File: config.mk
export PLATFORM = sky130hd
export DESIGN_NAME = nfs_open_file_remove_open_commit
export DESIGN_NICKNAME = d
export VERILOG_FILES = /design/src/rtl/nfs_share_pkg.sv /design/src/rtl/nfs_share_cnt_index.sv /design/src/rtl/nfs_open_file_remove_open_commit.sv
export SDC_FILE = /design/constraint.sdc
export NUM_CORES = 1
export LEC_CHECK = 0
export BUFFER_PORTS_ARGS = -buffer_cell sky130_fd_sc_hd__buf_2
export CAP_MARGIN = 0
export CORE_ASPECT_RATIO = 1.75
export CORE_MARGIN = 2
export CORE_UTILIZATION = 50
export DETAILED_ROUTE_END_ITERATION = 7
export HOLD_SLACK_MARGIN = 0.03
export PLACE_DENSITY_LB_ADDON = 0.12
export SETUP_SLACK_MARGIN = 0.2
export SLEW_MARGIN = 20
export SYNTH_ARGS = -nofsm -noshare
export SYNTH_HDL_FRONTEND = slang
export SYNTH_SLANG_ARGS = --single-unit
File: constraint.sdc
create_clock -name clock -period 8.8 [get_ports clock]
set_clock_uncertainty 0.05 [all_clocks]
set_input_delay 1.76 -clock clock [delete_from_list [all_inputs] [get_ports clock]]
set_output_delay 1.76 -clock clock [all_outputs]
set_load 0.02 [all_outputs]
File: src/rtl/nfs_share_pkg.sv
// Shared constants and types for the nfs_open_file share-counter find/commit stages.
// Holds the mode encodings, default record offsets, error codes and the commit FSM states.
package nfs_share_pkg;

  localparam logic [31:0] ACCESS_READ  = 32'd1;
  localparam logic [31:0] ACCESS_WRITE = 32'd2;
  localparam logic [31:0] ACCESS_BOTH  = 32'd3;

  localparam logic [31:0] DENY_NONE  = 32'd0;
  localparam logic [31:0] DENY_READ  = 32'd1;
  localparam logic [31:0] DENY_WRITE = 32'd2;
  localparam logic [31:0] DENY_BOTH  = 32'd3;

  localparam logic [63:0] ACC_OFF_DEFAULT  = 64'h20;
  localparam logic [63:0] DENY_OFF_DEFAULT = 64'h28;
  localparam logic [63:0] CNT_BASE_DEFAULT = 64'h30;
  localparam int unsigned NUM_CNT          = 18;

  localparam logic [7:0] BUS_BE = 8'h0F;

  typedef enum logic [1:0] {
    ErrOk        = 2'd0,
    ErrBadMode   = 2'd1,
    ErrUnderflow = 2'd2
  } err_t;

  typedef enum logic [2:0] {
    StIdle,
    StDecode,
    StRdReq,
    StRdWait,
    StWrCnt,
    StWrAcc,
    StWrDeny,
    StDone
  } state_t;

endpackage

File: src/rtl/nfs_share_cnt_index.sv
// Maps an (access, deny, delegated) triple onto one of the 18 share counters.
// Shared with the remove-open find stage.
module nfs_share_cnt_index
  import nfs_share_pkg::*;
(
  input  logic [31:0] access_i,
  input  logic [31:0] deny_i,
  input  logic [31:0] delegated_i,
  output logic        valid_o,
  output logic [4:0]  idx_o
);

  logic       a_ok;
  logic       d_ok;
  logic [1:0] a_idx;
  logic [1:0] d_idx;

  always_comb begin
    a_ok  = 1'b1;
    a_idx = 2'd0;
    case (access_i)
      ACCESS_READ:  a_idx = 2'd0;
      ACCESS_WRITE: a_idx = 2'd1;
      ACCESS_BOTH:  a_idx = 2'd2;
      default:      a_ok  = 1'b0;
    endcase
  end

  // Deny READ has no counter of its own and is rejected.
  always_comb begin
    d_ok  = 1'b1;
    d_idx = 2'd0;
    case (deny_i)
      DENY_NONE:  d_idx = 2'd0;
      DENY_WRITE: d_idx = 2'd1;
      DENY_BOTH:  d_idx = 2'd2;
      default:    d_ok  = 1'b0;
    endcase
  end

  always_comb begin
    valid_o = a_ok & d_ok;
    idx_o   = ((delegated_i != 32'd0) ? 5'd9 : 5'd0) + ({3'b000, d_idx} * 5'd3)
              + {3'b000, a_idx};
  end

endmodule

File: src/rtl/nfs_open_file_remove_open_commit.sv
// Commit stage for removing an open: decrements the matching share counter in the
// nfs_open_file record and rewrites nof_access / nof_deny over a single avmm port.
module nfs_open_file_remove_open_commit
  import nfs_share_pkg::*;
#(
  parameter int unsigned READ_LATENCY = 1,
  parameter logic [63:0] ACC_OFF      = ACC_OFF_DEFAULT,
  parameter logic [63:0] DENY_OFF     = DENY_OFF_DEFAULT,
  parameter logic [63:0] CNT_BASE     = CNT_BASE_DEFAULT
) (
  input  logic        clock,
  input  logic        resetn,
  input  logic        start,
  output logic        busy,
  output logic        done,
  input  logic        stall,
  input  logic [63:0] nofp,
  input  logic [31:0] accessMode,
  input  logic [31:0] denyMode,
  input  logic [31:0] newAccessMode,
  input  logic [31:0] newDenyMode,
  input  logic [31:0] delegated,
  output logic [1:0]  error,
  output logic [63:0] avmm_0_rw_address,
  output logic [7:0]  avmm_0_rw_byteenable,
  output logic        avmm_0_rw_read,
  input  logic [63:0] avmm_0_rw_readdata,
  output logic        avmm_0_rw_write,
  output logic [63:0] avmm_0_rw_writedata
);

  localparam int unsigned LatW = (READ_LATENCY > 1) ? $clog2(READ_LATENCY) : 1;
  localparam logic [LatW-1:0] LatLast = LatW'(READ_LATENCY - 1);

  state_t          state_q;
  err_t            err_q;
  logic [LatW-1:0] lat_q;
  logic [63:0]     nofp_q;
  logic [31:0]     acc_q;
  logic [31:0]     deny_q;
  logic [31:0]     new_acc_q;
  logic [31:0]     new_deny_q;
  logic            deleg_q;

  logic        idx_valid;
  logic [4:0]  idx;
  logic [63:0] cnt_addr;
  logic        unused_rdata_hi;

  nfs_share_cnt_index u_cnt_index (
    .access_i    (acc_q),
    .deny_i      (deny_q),
    .delegated_i ({31'b0, deleg_q}),
    .valid_o     (idx_valid),
    .idx_o       (idx)
  );

  assign cnt_addr        = nofp_q + CNT_BASE + {56'b0, idx, 3'b000};
  assign busy            = (state_q != StIdle);
  assign done            = (state_q == StDone);
  assign error           = err_q;
  assign unused_rdata_hi = ^avmm_0_rw_readdata[63:32];

  // Bus outputs are registered on the transition into the state that owns them.
  always_ff @(posedge clock or negedge resetn) begin
    if (!resetn) begin
      state_q              <= StIdle;
      err_q                <= ErrOk;
      lat_q                <= '0;
      nofp_q               <= '0;
      acc_q                <= '0;
      deny_q               <= '0;
      new_acc_q            <= '0;
      new_deny_q           <= '0;
      deleg_q              <= 1'b0;
      avmm_0_rw_address    <= '0;
      avmm_0_rw_byteenable <= '0;
      avmm_0_rw_read       <= 1'b0;
      avmm_0_rw_write      <= 1'b0;
      avmm_0_rw_writedata  <= '0;
    end else begin
      avmm_0_rw_read       <= 1'b0;
      avmm_0_rw_write      <= 1'b0;
      avmm_0_rw_byteenable <= 8'h00;
      unique case (state_q)
        StIdle: begin
          if (start) begin
            nofp_q     <= nofp;
            acc_q      <= accessMode;
            deny_q     <= denyMode;
            new_acc_q  <= newAccessMode;
            new_deny_q <= newDenyMode;
            deleg_q    <= (delegated != 32'd0);
            err_q      <= ErrOk;
            state_q    <= StDecode;
          end
        end
        StDecode: begin
          // A bad mode spends a second cycle here so its return lands two cycles after accept.
          if (idx_valid) begin
            avmm_0_rw_read       <= 1'b1;
            avmm_0_rw_byteenable <= BUS_BE;
            avmm_0_rw_address    <= cnt_addr;
            state_q              <= StRdReq;
          end else if (err_q == ErrBadMode) begin
            state_q <= StDone;
          end else begin
            err_q <= ErrBadMode;
          end
        end
        StRdReq: begin
          lat_q   <= '0;
          state_q <= StRdWait;
        end
        StRdWait: begin
          if (lat_q == LatLast) begin
            state_q <= StWrCnt;
            if (avmm_0_rw_readdata[31:0] == 32'd0) begin
              err_q <= ErrUnderflow;
            end else begin
              avmm_0_rw_write      <= 1'b1;
              avmm_0_rw_byteenable <= BUS_BE;
              avmm_0_rw_address    <= cnt_addr;
              avmm_0_rw_writedata  <= {32'h0, avmm_0_rw_readdata[31:0] - 32'd1};
            end
          end else begin
            lat_q <= lat_q + 1'b1;
          end
        end
        StWrCnt: begin
          // On underflow this cycle carries no strobe and the record is left untouched.
          if (err_q == ErrUnderflow) begin
            state_q <= StDone;
          end else begin
            avmm_0_rw_write      <= 1'b1;
            avmm_0_rw_byteenable <= BUS_BE;
            avmm_0_rw_address    <= nofp_q + ACC_OFF;
            avmm_0_rw_writedata  <= {32'h0, new_acc_q};
            state_q              <= StWrAcc;
          end
        end
        StWrAcc: begin
          avmm_0_rw_write      <= 1'b1;
          avmm_0_rw_byteenable <= BUS_BE;
          avmm_0_rw_address    <= nofp_q + DENY_OFF;
          avmm_0_rw_writedata  <= {32'h0, new_deny_q};
          state_q              <= StWrDeny;
        end
        StWrDeny: begin
          state_q <= StDone;
        end
        StDone: begin
          if (!stall) state_q <= StIdle;
        end
        default: begin
          state_q <= StIdle;
        end
      endcase
    end
  end

endmodule

**After elaboration in Yosys (flattened, before gate mapping)**

Index checks and enable logic that the tools add are counted.
Widths: inputs -> output; s select.

- Bits in registers: 337
- Input port bits: 292
- Output and inout port bits: 142
- Word-level logic and storage cells: 104

- $add $sub $neg: 8
- Multipliers: 1
- Eq/ne operators: 24
- Multiplexer cells: 40
- Bitwise logic cells: 1
- Reduce and logical (&&, ||, !) cells: 16

Operators with widths:

| operator | count |
|---|---|
| $mux 64 | 7 |
| $pmux 64 s4 | 1 |
| $add 64x6->64 const B | 3 |
| $pmux 64 s3 | 1 |
| $eq 32x2->1 const B | 4 |
| $add 64x8->64 | 1 |
| $logic_not 32->1 | 2 |
| $eq 32x1->1 const B | 1 |
| $reduce_bool 32->1 | 1 |
| $sub 32x1->32 const B | 1 |
| $pmux 3 s8 | 1 |
| $mux 4 | 5 |
| $ne 2x2->1 const B | 9 |
| $pmux 4 s4 | 1 |
| $mux 3 | 5 |
| $eq 3x3->1 const B | 4 |
| $mux 2 | 6 |
| $reduce_bool 3->1 | 3 |
| $mux 1 | 8 |
| $pmux 2 s2 | 2 |
| $reduce_and 4->1 | 2 |
| $eq 3x2->1 const B | 2 |
| $pmux 2 s3 | 1 |
| $reduce_and 6->1 | 1 |
| 17 further kinds | 18 |

**Longest topological paths before layout**

- Depth in word-level cells: 9
- Depth in mapped cells: 24
- Mapped depth without buffers: 23

**By module**

From an unflattened synthesis, not the netlist that was laid out.

- Cells, all modules: 1425
- Area total of the unflattened synthesis: 15058.2 um2

By module, submodules not included:

| module | instances | cells each | area each (um2) | seq. area each (um2) |
|---|---|---|---|---|
| nfs_open_file_remove_open_commit | 1 | 1366 | 14644.0 | 7432.1 |
| nfs_share_cnt_index | 1 | 59 | 414.1 | 0.0 |

**Worst setup path before layout**

OpenSTA, ideal clock, no wires.

- Path type: reg-to-reg
- Start point: register deny_q[27]
- End point: register avmm_0_rw_address[60]
- Library setup time: 0.125 ns
- Arrival: 4.854 ns
- Data required time: 8.625 ns
- Slack: 3.772 ns
- Cell stages (with the launch flop): 25
- Buffers on the path: 1
- Clock period less this slack: 5.028 ns
- Cells stage by stage: dfrtp_1 -> nor4_1 -> nand4_1 -> nor2_1 -> nand2_1 -> nor2_1 -> inv_1 -> ha_1 -> nor3_1 -> ha_1 -> ha_1 -> inv_1 -> fa_1 -> ha_1 -> inv_1 -> ha_1 -> inv_1 -> fa_1 -> nor2b_1 -> o31a_1 -> o2111ai_1 -> clkbuf_1 -> a2111oi_0 -> xor2_1 -> mux2_2

- Word-level cells in the longest chain between the ends: 9
- Elaborated cells on any way between the ends: 17
- Those cells by class: add/sub: 3; mul: 1; eq/ne: 3; mux: 6; bitwise: 1; reduce/logical: 3

RTL lines:

| element | line | source |
|---|---|---|
| from (decl) | nfs_open_file_remove_open_commit.sv:40 | `logic [31:0] deny_q;` |
| from (signal assigned) | nfs_open_file_remove_open_commit.sv:90 | `deny_q <= denyMode;` |
| $eq 32x2->1 | nfs_share_cnt_index.sv:33 | `case (deny_i)` |
| $pmux 2 s2 | nfs_share_cnt_index.sv:33 |  |
| $mul 2x2->4 | nfs_share_cnt_index.sv:43 | `idx_o = ((delegated_i != 32'd0) ? 5'd9 : 5'd0) + ({3'b000, d_idx} * 5'd3)` |
| $add 5x4->5 | nfs_share_cnt_index.sv:43 |  |
| $add 5x2->5 | nfs_share_cnt_index.sv:44 | `+ {3'b000, a_idx};` |
| $add 64x8->64 | nfs_open_file_remove_open_commit.sv:58 | `assign cnt_addr = nofp_q + CNT_BASE + {56'b0, idx, 3'b000};` |
| $mux 64 | nfs_open_file_remove_open_commit.sv:118 | `if (avmm_0_rw_readdata[31:0] == 32'd0) begin` |
| $mux 64 | nfs_open_file_remove_open_commit.sv:116 | `if (lat_q == LatLast) begin` |
| $pmux 64 s4 | nfs_open_file_remove_open_commit.sv:85 | `unique case (state_q)` |
| to (signal assigned) | nfs_open_file_remove_open_commit.sv:103 | `avmm_0_rw_address <= cnt_addr;` |
| to (signal assigned) | nfs_open_file_remove_open_commit.sv:123 | `avmm_0_rw_address <= cnt_addr;` |
| to (signal assigned) | nfs_open_file_remove_open_commit.sv:137 | `avmm_0_rw_address <= nofp_q + ACC_OFF;` |
| to (decl) | nfs_open_file_remove_open_commit.sv:24 | `output logic [63:0] avmm_0_rw_address,` |

Several ways; a longest one is shown, not always the timed one. The select of a mux whose other input is x is not followed.
A chain may end at the register's enable or synchronous reset.

**Worst setup path in the final report**

- Start point: register deny_q[8]
- End point: register avmm_0_rw_address[36]

The elaborated chain is that of the path after synthesis.

==> flow_metrics.env <==
export IMPL_post_cts_setup_buffers=0
export IMPL_peakVddDrop_mv=0.271
export IMPL_wl_um=39800
export IMPL_drc_errors=0
export IMPL_clock_sinks=297
export IMPL_worst_pin_slew_ps=982
export IMPL_grt_max_degree=128
export IMPL_area_growth_pct=19.7
export IMPL_leakage_uw=0.00850
export IMPL_reg2regPathDepth=24
export IMPL_cts_resized=0
export IMPL_synthArstFlopShare=1.00
export IMPL_cp_common_cell="ha_1"
export IMPL_multiInputGateArea_um2=7070
export IMPL_p_switching_uw=2340
export IMPL_area_sequential_um2=7430
export IMPL_clockRootBuffer="clkbuf_16"
export IMPL_clkPwrFrac=0.201
export IMPL_vias=11384
export IMPL_post_place_cells=2027
export IMPL_antenna_found_initial=6
export IMPL_worstPathCellList="nor4_1, nand4_1, nor2_1, nand2_1, nor2_1, inv_1, ha_1, nor3_1, ha_1, ha_1, inv_1, fa_1, ha_1, inv_1, ha_1, inv_1, fa_1, nor2b_1, o31a_1, o211ai_1, buf_4, a2111oi_0, xor2_1, mux2_2"
export IMPL_synth_edf_count=0
export IMPL_fmax_mhz=169
export IMPL_fin_crit_sh=0.672
export IMPL_maxSlewHeadroom=0.344
export IMPL_fin_tns_setup_ps=0
export IMPL_fp_dieW_um=135
export IMPL_rsz0062_at_grt="false"
export IMPL_critPathKind="flip-flop to flip-flop"
export IMPL_crit_path_end_kind="flip-flop"
export IMPL_max_stage_delay_ps=680
export IMPL_synth_avg_cell_area_um2=11.3
export IMPL_drtAntennaViolNets=0
export IMPL_synthCells=1336
export IMPL_hold_class="flip-flop to flip-flop"
export IMPL_fillers=2544
export IMPL_core_um2=29800
export IMPL_finalMaxSlewViolations=0
export IMPL_syn_cell_area_um2=15100
export IMPL_drive_gt1_frac=0.410
export IMPL_power_density_nw_per_um2=345
export IMPL_cts_htree_levels=1
export IMPL_p_sw_frac=0.375
export IMPL_place_gp_congestion=0.883
export IMPL_dr_pass1_iters=5
export IMPL_first_iter_violations=558
export IMPL_p_seq_frac=0.409
export IMPL_status="finished, final reports clean"
export IMPL_yosys_register_bits=297
export IMPL_io_buffers=365
export IMPL_cts_tree="done"
export IMPL_setup_viol_count_final=0
export IMPL_synthFlopType="dfrtp_1"
export IMPL_fin_nets=1986
export IMPL_fin_cells=2086
export IMPL_hold_viol=0
export IMPL_ys_warn_count=0
export IMPL_die_y_um=234
export IMPL_worstSkewPairLatency_ps=560
export IMPL_dieArea_um2=31600
export IMPL_start_util=0.505
export IMPL_start_kind="flip-flop"
export IMPL_p_comb_frac=0.391
export IMPL_hold_buffers=0
export IMPL_grt_remaining_overflow=0
export IMPL_total_power_uw=6230
export IMPL_fin_crit_ps=5910
export IMPL_drv_cap=0
export IMPL_hold_path_depth=2
export IMPL_grt_use_total=0.248
export IMPL_grt_pass1_vias=11654
export IMPL_num_rows=84
export IMPL_worstPathMaxFanout=16
export IMPL_place_hpwl_um=29100
export IMPL_viasPerCell=5.46
export IMPL_grt_pass1_wl_um=61500
export IMPL_synth_distinct_cells=66
export IMPL_p_int_uw=3890
export IMPL_whs_ps=426
export IMPL_cts_path_max_buffers=3
export IMPL_cp_required_ps=9190
export IMPL_wl_per_cell_um=19.1
export IMPL_critPathArrivalTime_ps=6300
export IMPL_clk_pin_slew_ps=70
export IMPL_slowest_stage="a2111oi_0"
export IMPL_ys_seq_area_frac=0.493
export IMPL_cts_buffers_inserted=29
export IMPL_num_io_pins=434
[per-layer routing]
metal,part of all wire,vias up,wire (um),track usage
li1,-,5373,-,-
met2,0.54,336,21600,0.462
met3,0.063,91,2490,0.0545
met4,0.037,4,1480,0.0951
met5,0.00068,-,27,0
met1,0.36,5580,14200,0.272
[power by group through the flow]
| stage | clock network, uW | logic [uW] | registers, uW |
|---|---|---|---|
| 2_1_floorplan | 0 | 1630 | 2660 |
| 3_3_place_gp | 0 | 2410 | 2540 |
| 3_5_place_dp | 0 | 2460 | 2570 |
| 4_1_cts | 1280 | 2470 | 2550 |
| 5_1_grt | 1340 | 2690 | 2640 |
| 6_report | 1250 | 2440 | 2550 |
[final timing paths]
path                                         start                 endpoint  slack, ps
setup / recovery                         deny_q[8]    avmm_0_rw_address[36]       2890
hold / removal             avmm_0_rw_writedata[15]  avmm_0_rw_writedata[15]        430
setup reg to reg                         deny_q[8]    avmm_0_rw_address[36]       2890
hold reg to reg            avmm_0_rw_writedata[15]  avmm_0_rw_writedata[15]        430
max in group asynchronous                   resetn               nofp_q[45]       5490
min in group asynchronous                   resetn    avmm_0_rw_address[33]       1220
[state kept, by name (all words and copies together) (netlist names)]
name and flops:
avmm_0_rw_read 1, avmm_0_rw_write 1, state_q 3, avmm_0_rw_address 64
acc_q 32, nofp_q 64, error 2, deleg_q 1
deny_q 32, avmm_0_rw_writedata 32, avmm_0_rw_byteenable 1, new_acc_q 32
new_deny_q 32
[cell usage after synthesis (all sizes together), types with 8 or more instances]
library cell  instances  area share
nand2               108       0.027
or3                   9      0.0045
mux2i                27       0.018
and3                  8      0.0034
dfrtp               297        0.49
nor3                 34       0.011
nor4                 43       0.019
a211oi               16      0.0080
xor2                 56       0.033
buf                  51       0.025
a21oi                33       0.011
nand4                30       0.014
nor2                 57       0.014
xnor2                31       0.018
or4                   8      0.0042
ha                   19       0.016
clkbuf               58       0.015
a2111oi               8      0.0059
o21ai                74       0.025
mux2                244        0.18
nand3                29      0.0096
inv                  31      0.0077
[cell type report]
cell class,instances,share of cell area
sequential,297,0.412
inverter,32,0.00665
timing repair buffer,380,0.110
clock buffer,39,0.0450
tap,387,0.0268
antenna,5,0.000693
multi-input combinational,932,0.392
clock inverter,14,0.00755
[critical path: cells and delay by family (launching register included)]
| kind | cells | cell delay [ps] |
|---|---|---|
| AND/OR/NAND/NOR | 7 | 1450 |
| AO/OA/AOI/OAI | 3 | 990 |
| multiplexers | 1 | 290 |
| buffers and inverters | 5 | 510 |
| adder cells (fa/ha/maj) | 7 | 1990 |
| flip-flops | 1 | 390 |
| XOR/XNOR | 1 | 130 |
[stage by stage]
| stage | area, um2 | util | worst slack (ps) |
|---|---|---|---|
| after detailed placement | 17100 | 0.572 | 2890 |
| final | 18100 | 0.605 | 2890 |
| after global placement | 17100 | 0.572 | 3010 |
| after floorplan | 15200 | - | 3770 |
| after global routing | 18100 | 0.605 | 2520 |
| after CTS | 18000 | 0.604 | 2820 |
[cell families after synthesis]
family,count (synthesis),synth area share
and+or+nand+nor,353,0.121
other,1,0.000249
muxes,271,0.200
adders and majority gates,22,0.0197
AOI/OAI and AO/OA,163,0.0669
buffers and inverters,142,0.0492
DFF,297,0.493
xor gates and xnor gates,87,0.0505
[cell usage in the layout, fill, tap and decap left out, drive strengths merged, types with 5 or more instances in the layout]
cell     instances
clkbuf          39
diode            5
or4              8
a31oi            6
xor2            56
xnor2           31
a2111oi          8
nand4b           6
nand3           29
clkinv           9
nor2            57
a21oi           33
dfrtp          297
and3             8
nor4            43
a211oi          16
mux2i           27
nand4           30
o21ai           74
ha              19
inv             33
buf            380
mux2           244
nand2          108
or3              9
nor3            34
conb            36
a21o             5
No activity file was read; power rests on OpenSTA's default activity.
